File: src/rtl/motor_pkg.sv
// motor_pkg: direction codes and sequencer state encoding shared by the motor blocks
package motor_pkg;
  localparam logic [1:0] DIR_SPIN_R = 2'd0;
  localparam logic [1:0] DIR_SPIN_L = 2'd1;
  localparam logic [1:0] DIR_FWD = 2'd2;
  localparam logic [1:0] DIR_REV = 2'd3;
  typedef enum logic [1:0] {IDLE, RUN, DEAD} state_t;
endpackage

File: src/rtl/motor_tick_div.sv
// motor_tick_div: prescaler emitting a one-cycle tick every DIV enabled cycles
module motor_tick_div #(
  parameter int DIV = 1000
) (
  input  logic clk,
  input  logic reset_n,
  input  logic clr,
  input  logic en,
  output logic tick
);
  localparam int W = DIV > 1 ? $clog2(DIV) : 1;
  localparam logic [W-1:0] LAST = W'(DIV - 1);
  logic [W-1:0] cnt;
  assign tick = en & (cnt == LAST);
  always_ff @(posedge clk)
    if (!reset_n || clr) cnt <= '0;
    else if (en) cnt <= tick ? '0 : cnt + W'(1);
endmodule

File: src/rtl/motor_dir_sequencer.sv
// motor_dir_sequencer: timed direction commands to the H-bridge decoder with dead-time
// between drive periods so no bridge leg switches polarity while driven
module motor_dir_sequencer
  import motor_pkg::*;
#(
  parameter int TICK_DIV = 1000,
  parameter int DEADTIME = 500,
  parameter int DUR_W = 16
) (
  input  logic             clk,
  input  logic             reset_n,
  input  logic             cmd_valid,
  output logic             cmd_ready,
  input  logic [1:0]       cmd_dir,
  input  logic [DUR_W-1:0] cmd_dur,
  input  logic             stop,
  output logic [1:0]       dir_code,
  output logic             drive_en,
  output logic             busy,
  output logic             done
);
  localparam int DW = DEADTIME > 1 ? $clog2(DEADTIME) : 1;
  localparam logic [DW-1:0] DLAST = DW'(DEADTIME - 1);
  state_t state;
  logic [DUR_W-1:0] remaining, pend_dur;
  logic [1:0] pend_dir;
  logic pend;
  logic [DW-1:0] dcnt;
  logic accept, zero_dur, reload, tick;
  assign cmd_ready = reset_n & ~stop & (state != DEAD);
  assign accept = cmd_valid & cmd_ready;
  assign zero_dur = cmd_dur == '0;
  assign reload = accept & (state == RUN) & ~zero_dur & (cmd_dir == dir_code);
  assign busy = state != IDLE;
  motor_tick_div #(.DIV(TICK_DIV)) u_tick (
    .clk(clk),
    .reset_n(reset_n),
    .clr(state != RUN || reload),
    .en(state == RUN),
    .tick(tick)
  );
  always_ff @(posedge clk) begin
    if (!reset_n) begin
      state <= IDLE;
      dir_code <= DIR_SPIN_R;
      drive_en <= 1'b0;
      done <= 1'b0;
      pend <= 1'b0;
      pend_dir <= '0;
      pend_dur <= '0;
      remaining <= '0;
      dcnt <= '0;
    end else begin
      done <= 1'b0;
      dcnt <= '0;
      case (state)
        IDLE: if (accept) begin
          if (zero_dur) done <= 1'b1;
          else begin
            state <= RUN;
            dir_code <= cmd_dir;
            remaining <= cmd_dur;
            drive_en <= 1'b1;
          end
        end
        RUN: if (stop) begin
          state <= DEAD;
          drive_en <= 1'b0;
          pend <= 1'b0;
        end else if (accept && zero_dur) begin
          state <= DEAD;
          drive_en <= 1'b0;
          pend <= 1'b0;
          done <= 1'b1;
        end else if (reload) remaining <= cmd_dur;
        else if (accept) begin
          // direction change: park it until the dead-time has elapsed
          state <= DEAD;
          drive_en <= 1'b0;
          pend <= 1'b1;
          pend_dir <= cmd_dir;
          pend_dur <= cmd_dur;
        end else if (tick) begin
          remaining <= remaining - DUR_W'(1);
          if (remaining == DUR_W'(1)) begin
            state <= DEAD;
            drive_en <= 1'b0;
            pend <= 1'b0;
            done <= 1'b1;
          end
        end
        default: begin
          if (stop) pend <= 1'b0;
          if (dcnt != DLAST) dcnt <= dcnt + DW'(1);
          else if (pend && !stop) begin
            state <= RUN;
            dir_code <= pend_dir;
            remaining <= pend_dur;
            drive_en <= 1'b1;
            pend <= 1'b0;
          end else state <= IDLE;
        end
      endcase
    end
  end
endmodule

File: config.mk
export PLATFORM = sky130hd
export DESIGN_NAME = motor_dir_sequencer
export DESIGN_NICKNAME = d
export VERILOG_FILES = /design/src/rtl/motor_pkg.sv /design/src/rtl/motor_tick_div.sv /design/src/rtl/motor_dir_sequencer.sv
export SDC_FILE = /design/constraint.sdc
export NUM_CORES = 1
export LEC_CHECK = 0
export CORE_MARGIN = 3
export CORE_UTILIZATION = 57
export DETAILED_ROUTE_END_ITERATION = 16
export PLACE_DENSITY = 0.89
export SLEW_MARGIN = 0
export SYNTH_ARGS = -nofsm -noshare
export SYNTH_HDL_FRONTEND = slang
export SYNTH_SLANG_ARGS = --single-unit
File: constraint.sdc
create_clock -name clk -period 3 [get_ports clk]
set_input_delay 0.6 -clock clk [delete_from_list [all_inputs] [get_ports clk]]
set_output_delay 0.6 -clock clk [all_outputs]
set_load 0.05 [all_outputs]
==> results.json <==
{
  "status": "finished, final reports clean",
  "io_pins": 28,
  "drv_cap": 0,
  "reg2reg_to": "remaining[6]",
  "path_class": "in2reg",
  "postRouteAntennaNets": 0,
  "grt_remaining_overflow": 0,
  "dieArea_um2": 6488,
  "leakage_nw": 1.556,
  "synth_cell_types": 61,
  "timing.hold.ws_ns": 0.4544,
  "synth.largest_area_cell": "dfxtp_1",
  "fmax_mhz": 360.7,
  "p_int_mw": 1.891,
  "finalClockSkew_ns": 0.007762,
  "rsz0062_at_grt": "no",
  "clock_power_share": 0.317,
  "die_h_um": 80.55,
  "fin_crit_ns": 2.772,
  "place_inst": 479,
  "ir_drop_mv": 0.5484,
  "cp-end-kind": "flip-flop",
  "path_delay_family": "compound AO/OA/AOI/OAI gates",
  "ff2ff_path_depth": 8,
  "antenna_cells": 0,
  "start_util": 0.6049,
  "gp_congestion": 0.9574,
  "antenna_found_initial": 0,
  "arrival_ns": 3.04,
  "clk_pin_slew_worst_paths_ns": 0.07,
  "whs_path_depth": 1,
  "slew_viol_final": 0,
  "syn2layout_area_growth_pct": 23.66,
  "drt_first_pass_iters": 7,
  "hold_buffers": 0,
  "netSwitchingPower_mw": 1.012,
  "wl_met1_um": 3611,
  "worst-path-buf-inv": 2,
  "cts_tree": "built",
  "cts.path.max_buffers": 2,
  "min_path_type": "reg2reg",
  "topRoutingLayerUsed": "met4",
  "hold_path_startpoint": "dcnt[0]",
  "netlist_instances": 370,
  "avgSynthCellArea_um2": 8.562,
  "post-cts-setup-buffers": 0,
  "synth_area_leaders": "dfxtp_1 (38%), nor2_1 (7.9%), mux2i_1 (7.6%), nand2_1 (3.9%), xnor2_1 (3.6%)",
  "setup_viol_count_final": 0,
  "synthTopCellsByCount": "nor2_1 (67), dfxtp_1 (60), nand2_1 (33)",
  "drc": 0,
  "dr.first_iter.drc_count": 394,
  "cts_root_buf": "clkbuf_8",
  "rr_startpoint": "u_tick.cnt[0]",
  "reg2reg_setup_slack_ns": 0.55,
  "rows": 26,
  "grt_pass1_wl_um": 13710,
  "worst_pin_slew_ns": 0.7347,
  "wl_met2_um": 3890,
  "fin_cells": 495,
  "nets": 446,
  "synthesis.nets": 396,
  "hold_viol": 0,
  "vias": 3008,
  "ctsResizeCount": 0,
  "fin_crit_sh": 0.9241,
  "swShare": 0.3487,
  "maxSlewHeadroom": 0.5057,
  "cts-htree-levels": 3,
  "numCtsBuffers": 9,
  "required_ns": 3.27,
  "ys_ff_latch": 60,
  "synth_top_area_frac": 0.3791,
  "yosys_warnings": 0,
  "powerDensity_nw_per_um2": 741.0,
  "setup_tns_ns": 0,
  "p_comb_frac": 0.351,
  "ys.flop_type": "dfxtp_1",
  "yosysMostFrequentCell": "nor2_1",
  "cp_max_fo": 6,
  "dp_hpwl_um": 5582,
  "die_x_um": 80.55,
  "max_stage_delay_ns": 0.60,
  "seqPwrFrac": 0.332,
  "path_cells": "clkdlybuf4s50_1, or4_4, o41a_1, a31oi_4, buf_4, o21ai_1, a21boi_1, o2bb2ai_1",
  "holdPathEnd": "dcnt[0]",
  "async_reset_ff_frac": 0,
  "finalPower_mw": 2.903,
  "crit_slowest_cell": "or4_4",
  "seq_area_frac_synth": 0.3791,
  "fp.coreArea_um2": 5238,
  "cp-start-kind": "input port",
  "grt_pass1_vias": 2921,
  "io_buffers": 27,
  "wl_met3_um": 559,
  "routed_wl_um": 8195,
  "clock_latency_ns": 0.35,
  "syn_area_um2": 3168,
  "drive_above_1_share": 0.1529,
  "wire_per_inst_um": 16.56,
  "synth_edf_count": 0,
  "via_per_inst": 6.077,
  "grt_usage": 0.2751,
  "grt_max_degree": 35,
  "cts.sinks": 60
}
## layout by cell type (no fill, tap or decap), drive strengths merged, types with 2 or more instances in the layout
| cell type | instances |
|---|---|
| ha | 4 |
| nand3 | 17 |
| a211oi | 5 |
| o31ai | 2 |
| clkinv | 2 |
| a22oi | 2 |
| or4 | 6 |
| nand2b | 5 |
| clkdlybuf4s50 | 25 |
| inv | 7 |
| o32ai | 3 |
| buf | 31 |
| nor4 | 4 |
| and4 | 2 |
| bufinv | 3 |
| xnor2 | 13 |
| nor2b | 5 |
| dfxtp | 60 |
| mux2 | 2 |
| xor2 | 8 |
| o22ai | 2 |
| a311oi | 9 |
| nand2 | 33 |
| nor3 | 8 |
| nand4 | 3 |
| nor2 | 67 |
| nor3b | 2 |
| mux2i | 24 |
| o21ai | 16 |
| a31oi | 3 |
| a21oi | 15 |
| or3 | 5 |
| clkbuf | 12 |
## registers in the layout, summed over array words and instances (netlist names)
name        count
dcnt            9
dir_code        2
done            1
drive_en        1
pend            1
pend_dir        2
pend_dur       16
remaining      16
state           2
u_tick.cnt     10
## area by class of cell
| type | count | area (um2) |
|---|---|---|
| sequential | 60 | 1201 |
| fill | 372 | 1320 |
| tap | 70 | 87.58 |
| clock inverter | 4 | 95.09 |
| multi-input combinational | 285 | 1841 |
| clock buffer | 12 | 155.1 |
| timing repair buffer | 56 | 508.0 |
| inverter | 8 | 30.03 |
## stage by stage
step | util | worst slack [ns] | instance area [um2]
final | 0.7480 | 0.2277 | 3918
after global routing | 0.7480 | 0.1642 | 3918
after CTS | 0.7480 | 0.2490 | 3918
after detailed placement | 0.7002 | -0.06908 | 3667
after global placement | 0.7002 | 0.004084 | 3667
after floorplan | - | 0.4913 | 3168
## how the worst max path moves through the flow
stage                            from  slack (ns)       endpoint  depth (start not counted)
after floorplan           cmd_dur[10]        0.49   remaining[2]                          6
after global placement     cmd_dur[2]       0.004   remaining[3]                          7
after detailed placement   cmd_dur[2]       -0.07  remaining[12]                          8
after CTS                  cmd_dur[2]        0.25   remaining[7]                          8
after global routing       cmd_dur[2]        0.16  remaining[12]                          8
final                      cmd_dur[2]        0.23   remaining[7]                          8
## power groups by stage
stage | Clock [mW] | Combinational, mW | Sequential (mW)
after floorplan | 0 | 0.683 | 0.983
after global placement | 0 | 0.957 | 0.971
after detailed placement | 0 | 0.982 | 0.975
after CTS | 0.928 | 1.00 | 0.959
after global routing | 0.956 | 1.11 | 0.973
final | 0.920 | 1.02 | 0.963
## cell families (layout without fill, tap and decap cells)
logic type                 after synthesis  after routing  synth area share
adders and majority gates                4              4           0.01580
xor gates and xnor gates                21             21           0.05806
AOI/OAI and AO/OA                       71             71            0.1781
muxes                                   26             26           0.08294
buffers and inverters                   25             80           0.03989
DFF                                     60             60            0.3791
and+or+nand+nor                        163            163            0.2461
## metal layers
layer / up-vias / track usage
met3: 16 / 0.06054
met5: - / 0
met4: 0 / 0.1216
li1: 1433 / -
met1: 1425 / 0.3580
met2: 134 / 0.4346
## worst reg2reg max path: cells and delay by family, from the launching register on
kind,cells,cell delay (ns)
and+or+nand+nor,4,1.11
AOI/OAI and AO/OA,2,0.49
DFF,1,0.36
adders and majority gates,1,0.20
buffers and inverters,1,0.18
No activity file was read; power rests on OpenSTA's default activity.
